--- src/rtl/fifo_rd_stream.sv ---
// rtl/fifo_rd_stream.sv - show-ahead FIFO read port to valid/ready stream with frame tagging
// Two-entry skid buffer; entry 0 is the stream head and drives out_data/out_last directly.
module fifo_rd_stream #(
    parameter int DATA_SIZE = 16,
    parameter int FRAME_LEN = 64,
    parameter int CNT_W     = 16
) (
    input  logic                 rclk,
    input  logic                 rrst,
    input  logic                 en,
    input  logic                 flush,
    input  logic                 rempty,
    input  logic [DATA_SIZE-1:0] rdata,
    output logic                 rinc,
    output logic [DATA_SIZE-1:0] out_data,
    output logic                 out_valid,
    input  logic                 out_ready,
    output logic                 out_last,
    output logic [CNT_W-1:0]     underrun_cnt
);

    localparam int POS_W = (FRAME_LEN > 2) ? $clog2(FRAME_LEN) : 1;

    logic [1:0]           count, count_n;
    logic [POS_W-1:0]     pos, pos_n;
    logic [DATA_SIZE-1:0] data0_n, data1, data1_n;
    logic                 last0_n, last1, last1_n;
    logic                 valid_n;
    logic                 push, pop, frame_end;

    // No out_ready term here: the read strobe only depends on local occupancy.
    assign rinc      = !rrst && en && !flush && !rempty && (count != 2'd2);
    assign push      = rinc;
    assign pop       = out_valid && out_ready && !flush;
    assign frame_end = (pos == POS_W'(FRAME_LEN - 1));

    always_comb begin
        count_n = count;
        pos_n   = pos;
        data0_n = out_data;
        last0_n = out_last;
        data1_n = data1;
        last1_n = last1;
        if (flush) begin
            count_n = 2'd0;
            pos_n   = '0;
            last0_n = 1'b0;
        end else begin
            if (push) begin
                pos_n = frame_end ? '0 : pos + POS_W'(1);
            end
            case ({push, pop})
                2'b10: begin
                    if (count == 2'd0) begin
                        data0_n = rdata;
                        last0_n = frame_end;
                    end else begin
                        data1_n = rdata;
                        last1_n = frame_end;
                    end
                    count_n = count + 2'd1;
                end
                2'b01: begin
                    if (count == 2'd2) begin
                        data0_n = data1;
                        last0_n = last1;
                    end else begin
                        last0_n = 1'b0;
                    end
                    count_n = count - 2'd1;
                end
                2'b11: begin
                    if (count == 2'd1) begin
                        data0_n = rdata;
                        last0_n = frame_end;
                    end else begin
                        data0_n = data1;
                        last0_n = last1;
                        data1_n = rdata;
                        last1_n = frame_end;
                    end
                end
                default: ;
            endcase
        end
        valid_n = (count_n != 2'd0);
    end

    always_ff @(posedge rclk or posedge rrst) begin
        if (rrst) begin
            count     <= 2'd0;
            pos       <= '0;
            out_data  <= '0;
            out_last  <= 1'b0;
            out_valid <= 1'b0;
            data1     <= '0;
            last1     <= 1'b0;
        end else begin
            count     <= count_n;
            pos       <= pos_n;
            out_data  <= data0_n;
            out_last  <= last0_n;
            out_valid <= valid_n;
            data1     <= data1_n;
            last1     <= last1_n;
        end
    end

    // Starvation is only counted while the consumer is asking and draining is enabled.
    always_ff @(posedge rclk or posedge rrst) begin
        if (rrst) begin
            underrun_cnt <= '0;
        end else if (en && out_ready && !out_valid && (underrun_cnt != {CNT_W{1'b1}})) begin
            underrun_cnt <= underrun_cnt + CNT_W'(1);
        end
    end

endmodule
--- config.mk ---
export PLATFORM = sky130hd
export DESIGN_NAME = fifo_rd_stream
export DESIGN_NICKNAME = d
export VERILOG_FILES = /design/src/rtl/fifo_rd_stream.sv
export SDC_FILE = /design/constraint.sdc
export NUM_CORES = 1
export LEC_CHECK = 0
export CORE_MARGIN = 2
export CORE_UTILIZATION = 30
export DETAILED_ROUTE_END_ITERATION = 10
export SYNTH_ARGS = -nofsm -noshare
export SYNTH_HDL_FRONTEND = slang
export SYNTH_SLANG_ARGS = --single-unit
--- constraint.sdc ---
create_clock -name rclk -period 5.8 [get_ports rclk]
set_input_delay 0.87 -clock rclk [delete_from_list [all_inputs] [get_ports rclk]]
set_output_delay 0.87 -clock rclk [all_outputs]
set_load 0.01 [all_outputs]
==> impl_metrics.ini <==
[cells_and_area]
finalInstanceArea_um2 = 3667
layout-drive-gt1-share = 0.1335
fillers = 906
ff_latch_area_um2 = 1476
nets = 348
multi_input_area_um2 = 1249
diodes = 0
syn_to_final_growth_pct = 31.55
fin_util = 0.4026

[clocking]
cts.clk_slew.worst_paths_ns = 0.07
numCtsBuffers = 9
clock-root-buffer = clkbuf_8
clkSinkCount = 59
h-tree-depth = 3
postCtsHoldBufs = 0
clk_latency_ns = 0.34
cts-resized-gates = 0
tritoncts = yes
clock_tree.buffer_depth = 2
cts_setup_buffers = 0

[routing]
final_antenna_net_count = 0
via_count = 2118
drcViolationCount = 0
wirelength_um = 6054
drt_pass1_iterations = 4
wire_per_inst_um = 13.98
vias_per_cell = 4.891
drt_iter0_markers = 74

[logic_synthesis]
syn_inst = 256
synthesis.yosys.warnings = 0
synth_top_family_by_area = simple AND/OR/NAND/NOR gates
synthArstFlopShare = 1.000
synth_nets = 287
synth_compound_area_frac = 0.1221
synth-xor-area-share = 0.05341
ys_ff_latch = 59
yosys.cell_count.top_type = dfrtp_1
synth.area.mux_share = 0.07630
avgSynthCellArea_um2 = 10.89
syn-cell-area_um2 = 2788
synth.distinct_cells = 41
synthTopCellsByArea = dfrtp_1 53%, mux2_2 7.3%, a22oi_1 4.3%, xor2_1 4.1%, ha_1 4.0%
synth_edf_count = 0
ys.flop_type = dfrtp_1
ys_seq_area_frac = 0.5296
synthSimpleGateAreaFrac = 0.1535
synth_common_cells = 59 x dfrtp_1, 28 x nand2_1, 21 x o21ai_0, 18 x mux2_2, 16 x a22oi_1
synth-adder-area-share = 0.04039
synth_top_area_frac = 0.5296
yosysTopAreaCell = dfrtp_1

[setup_path]
worstPathArrival_ns = 3.11
setup.worst_path.start_class = input pin
critPathCaptureType = output pin
timing.critical_path.mode_cell = clkdlybuf4s50_1
cp.required_ns = 4.93
crit_type = input pin to output pin
crit_slowest_cell = or4b_4
max_stage_delay_ns = 0.67
crit_chain = clkdlybuf4s50_1 -> or4b_4 -> nand2b_4 -> inv_1 -> clkdlybuf4s50_1
cp_max_fo = 14

[timing]
grt_setup_unrepaired = false
period_share = 0.6868
slew_headroom = 0.2301
fmaxAchievable_ghz = 0.2511
hold_violations = 0
period_minus_slack_ns = 3.983
tns_ns = 0
holdWs_ns = 0.4800
tightest_slew_ns = 1.155
setup_viol_count_final = 0
maxSlewViolCount = 0
finClkSkew_ns = 0.006870

[status]
status = completed

[global_route]
antenna_found_initial = 0
grt_pass1_wl_um = 10210
overflow = 0
grt_pass1_vias = 2143
grt_max_degree = 60
grtUsageTotal = 0.1310

[place]
io_buffers = 56
gp_congestion = 0.8591
dp_hpwl_um = 4264
place_area_um2 = 3473

[power_and_ir_drop]
p_seq_frac = 0.472
comb_power_share = 0.199
power.internal_uw = 829.2
total_leakage_power_uw = 0.001589
pwr-share-clk = 0.329
switching_share = 0.2760
vdd_drop_max_mv = 0.1058
powerDensity_nw_per_um2 = 312.3
p_switching_uw = 316.2

[run]
drv_cap = 0

[floorplan]
fp-row-count = 35
die_w_um = 100.4
num_io_pins = 57
die_area_um2 = 10080
die_h_um = 100.4
core_um2 = 9109
start_util = 0.3060

[hold_path]
worstHoldPathType = register to register
## cell families after synthesis
kind of cell,Yosys count
buf+inv,16
compound gates,52
flops,59
fa+ha+maj,9
mux,19
simple gates,84
xor+xnor,17
## worst max-delay path: cells and delay by family
family                 cells  cell delay (ns)
AND/OR/NAND/NOR            2             0.86
buffers and inverters      3             1.38
## flip-flops by register name, summed over array words and instances (netlist names)
name and flops:
underrun_cnt 16, out_data 16, last1 1, out_valid 1
data1 16, count 2, pos 6, out_last 1
## through the flow
step / worst slack, ns / power [µW] / std cells
after global routing: 1.561 / 1209 / 433
after floorplan: 1.781 / 643.5 / 256
final: 1.817 / 1145 / 433
after global placement: 1.648 / 776.0 / 417
after CTS: 1.796 / 1164 / 433
after detailed placement: 1.518 / 782.6 / 417
## final timing paths
path | start | endpoint | slack (ns) | cells past startpoint
setup / recovery | flush | rinc | 1.82 | 5
hold / removal | out_data[4]$_DFFE_PP0P_ | out_data[4]$_DFFE_PP0P_ | 0.48 | 2
setup reg to reg | count[0]$_DFF_PP0_ | out_data[13]$_DFFE_PP0P_ | 2.57 | 9
hold reg to reg | out_data[4]$_DFFE_PP0P_ | out_data[4]$_DFFE_PP0P_ | 0.48 | 2
max in group asynchronous | rrst | underrun_cnt[15]$_DFFE_PP0P_ | 4.07 | 3
min in group asynchronous | rrst | pos[0]$_DFFE_PP0P_ | 1.25 | 3
## layer usage
| layer | wire, µm | track usage |
|---|---|---|
| met1 | 2777 | 0.1640 |
| met2 | 2982 | 0.2142 |
| met3 | 193 | 0.02437 |
| met4 | 101 | 0.07060 |
| met5 | 0 | 0 |
## cell type report
class | instances | share of cell area
clock inverter | 5 | 0.01433
sequential | 59 | 0.4026
clock buffer | 11 | 0.03855
inverter | 7 | 0.007165
tap | 111 | 0.03787
multi-input combinational | 181 | 0.3405
timing repair buffer | 59 | 0.1590
## cells in the final DEF, fill, tap and decap left out, types with 2 or more instances in the layout
master / synthesis / final
dfrtp_1: 59 / 59
clkdlybuf4s50_1: 0 / 56
nand2_1: 28 / 28
o21ai_0: 21 / 21
mux2_2: 18 / 18
a22oi_1: 16 / 16
nor2_1: 14 / 14
xor2_1: 13 / 13
clkbuf_8: 0 / 10
nor3_1: 9 / 9
ha_1: 9 / 9
nand3_1: 8 / 8
inv_1: 7 / 6
nand4_1: 5 / 5
xnor2_1: 4 / 4
nor4_1: 3 / 3
nor3b_1: 3 / 3
nand2b_1: 3 / 3
a21oi_1: 3 / 3
clkinv_2: 0 / 3
buf_4: 1 / 3
and4_1: 2 / 2
nand3b_1: 2 / 2
and3_1: 2 / 2
## power by group through the flow
stage | Clock (µW) | Sequential (µW) | Combinational (µW)
floorplan | 0 | 559 | 84.6
global placement | 0 | 549 | 227
detailed placement | 0 | 550 | 232
CTS | 389 | 543 | 233
global route | 405 | 554 | 250
finish | 376 | 541 | 228
Note: power is estimated with default switching activity, not from simulation.
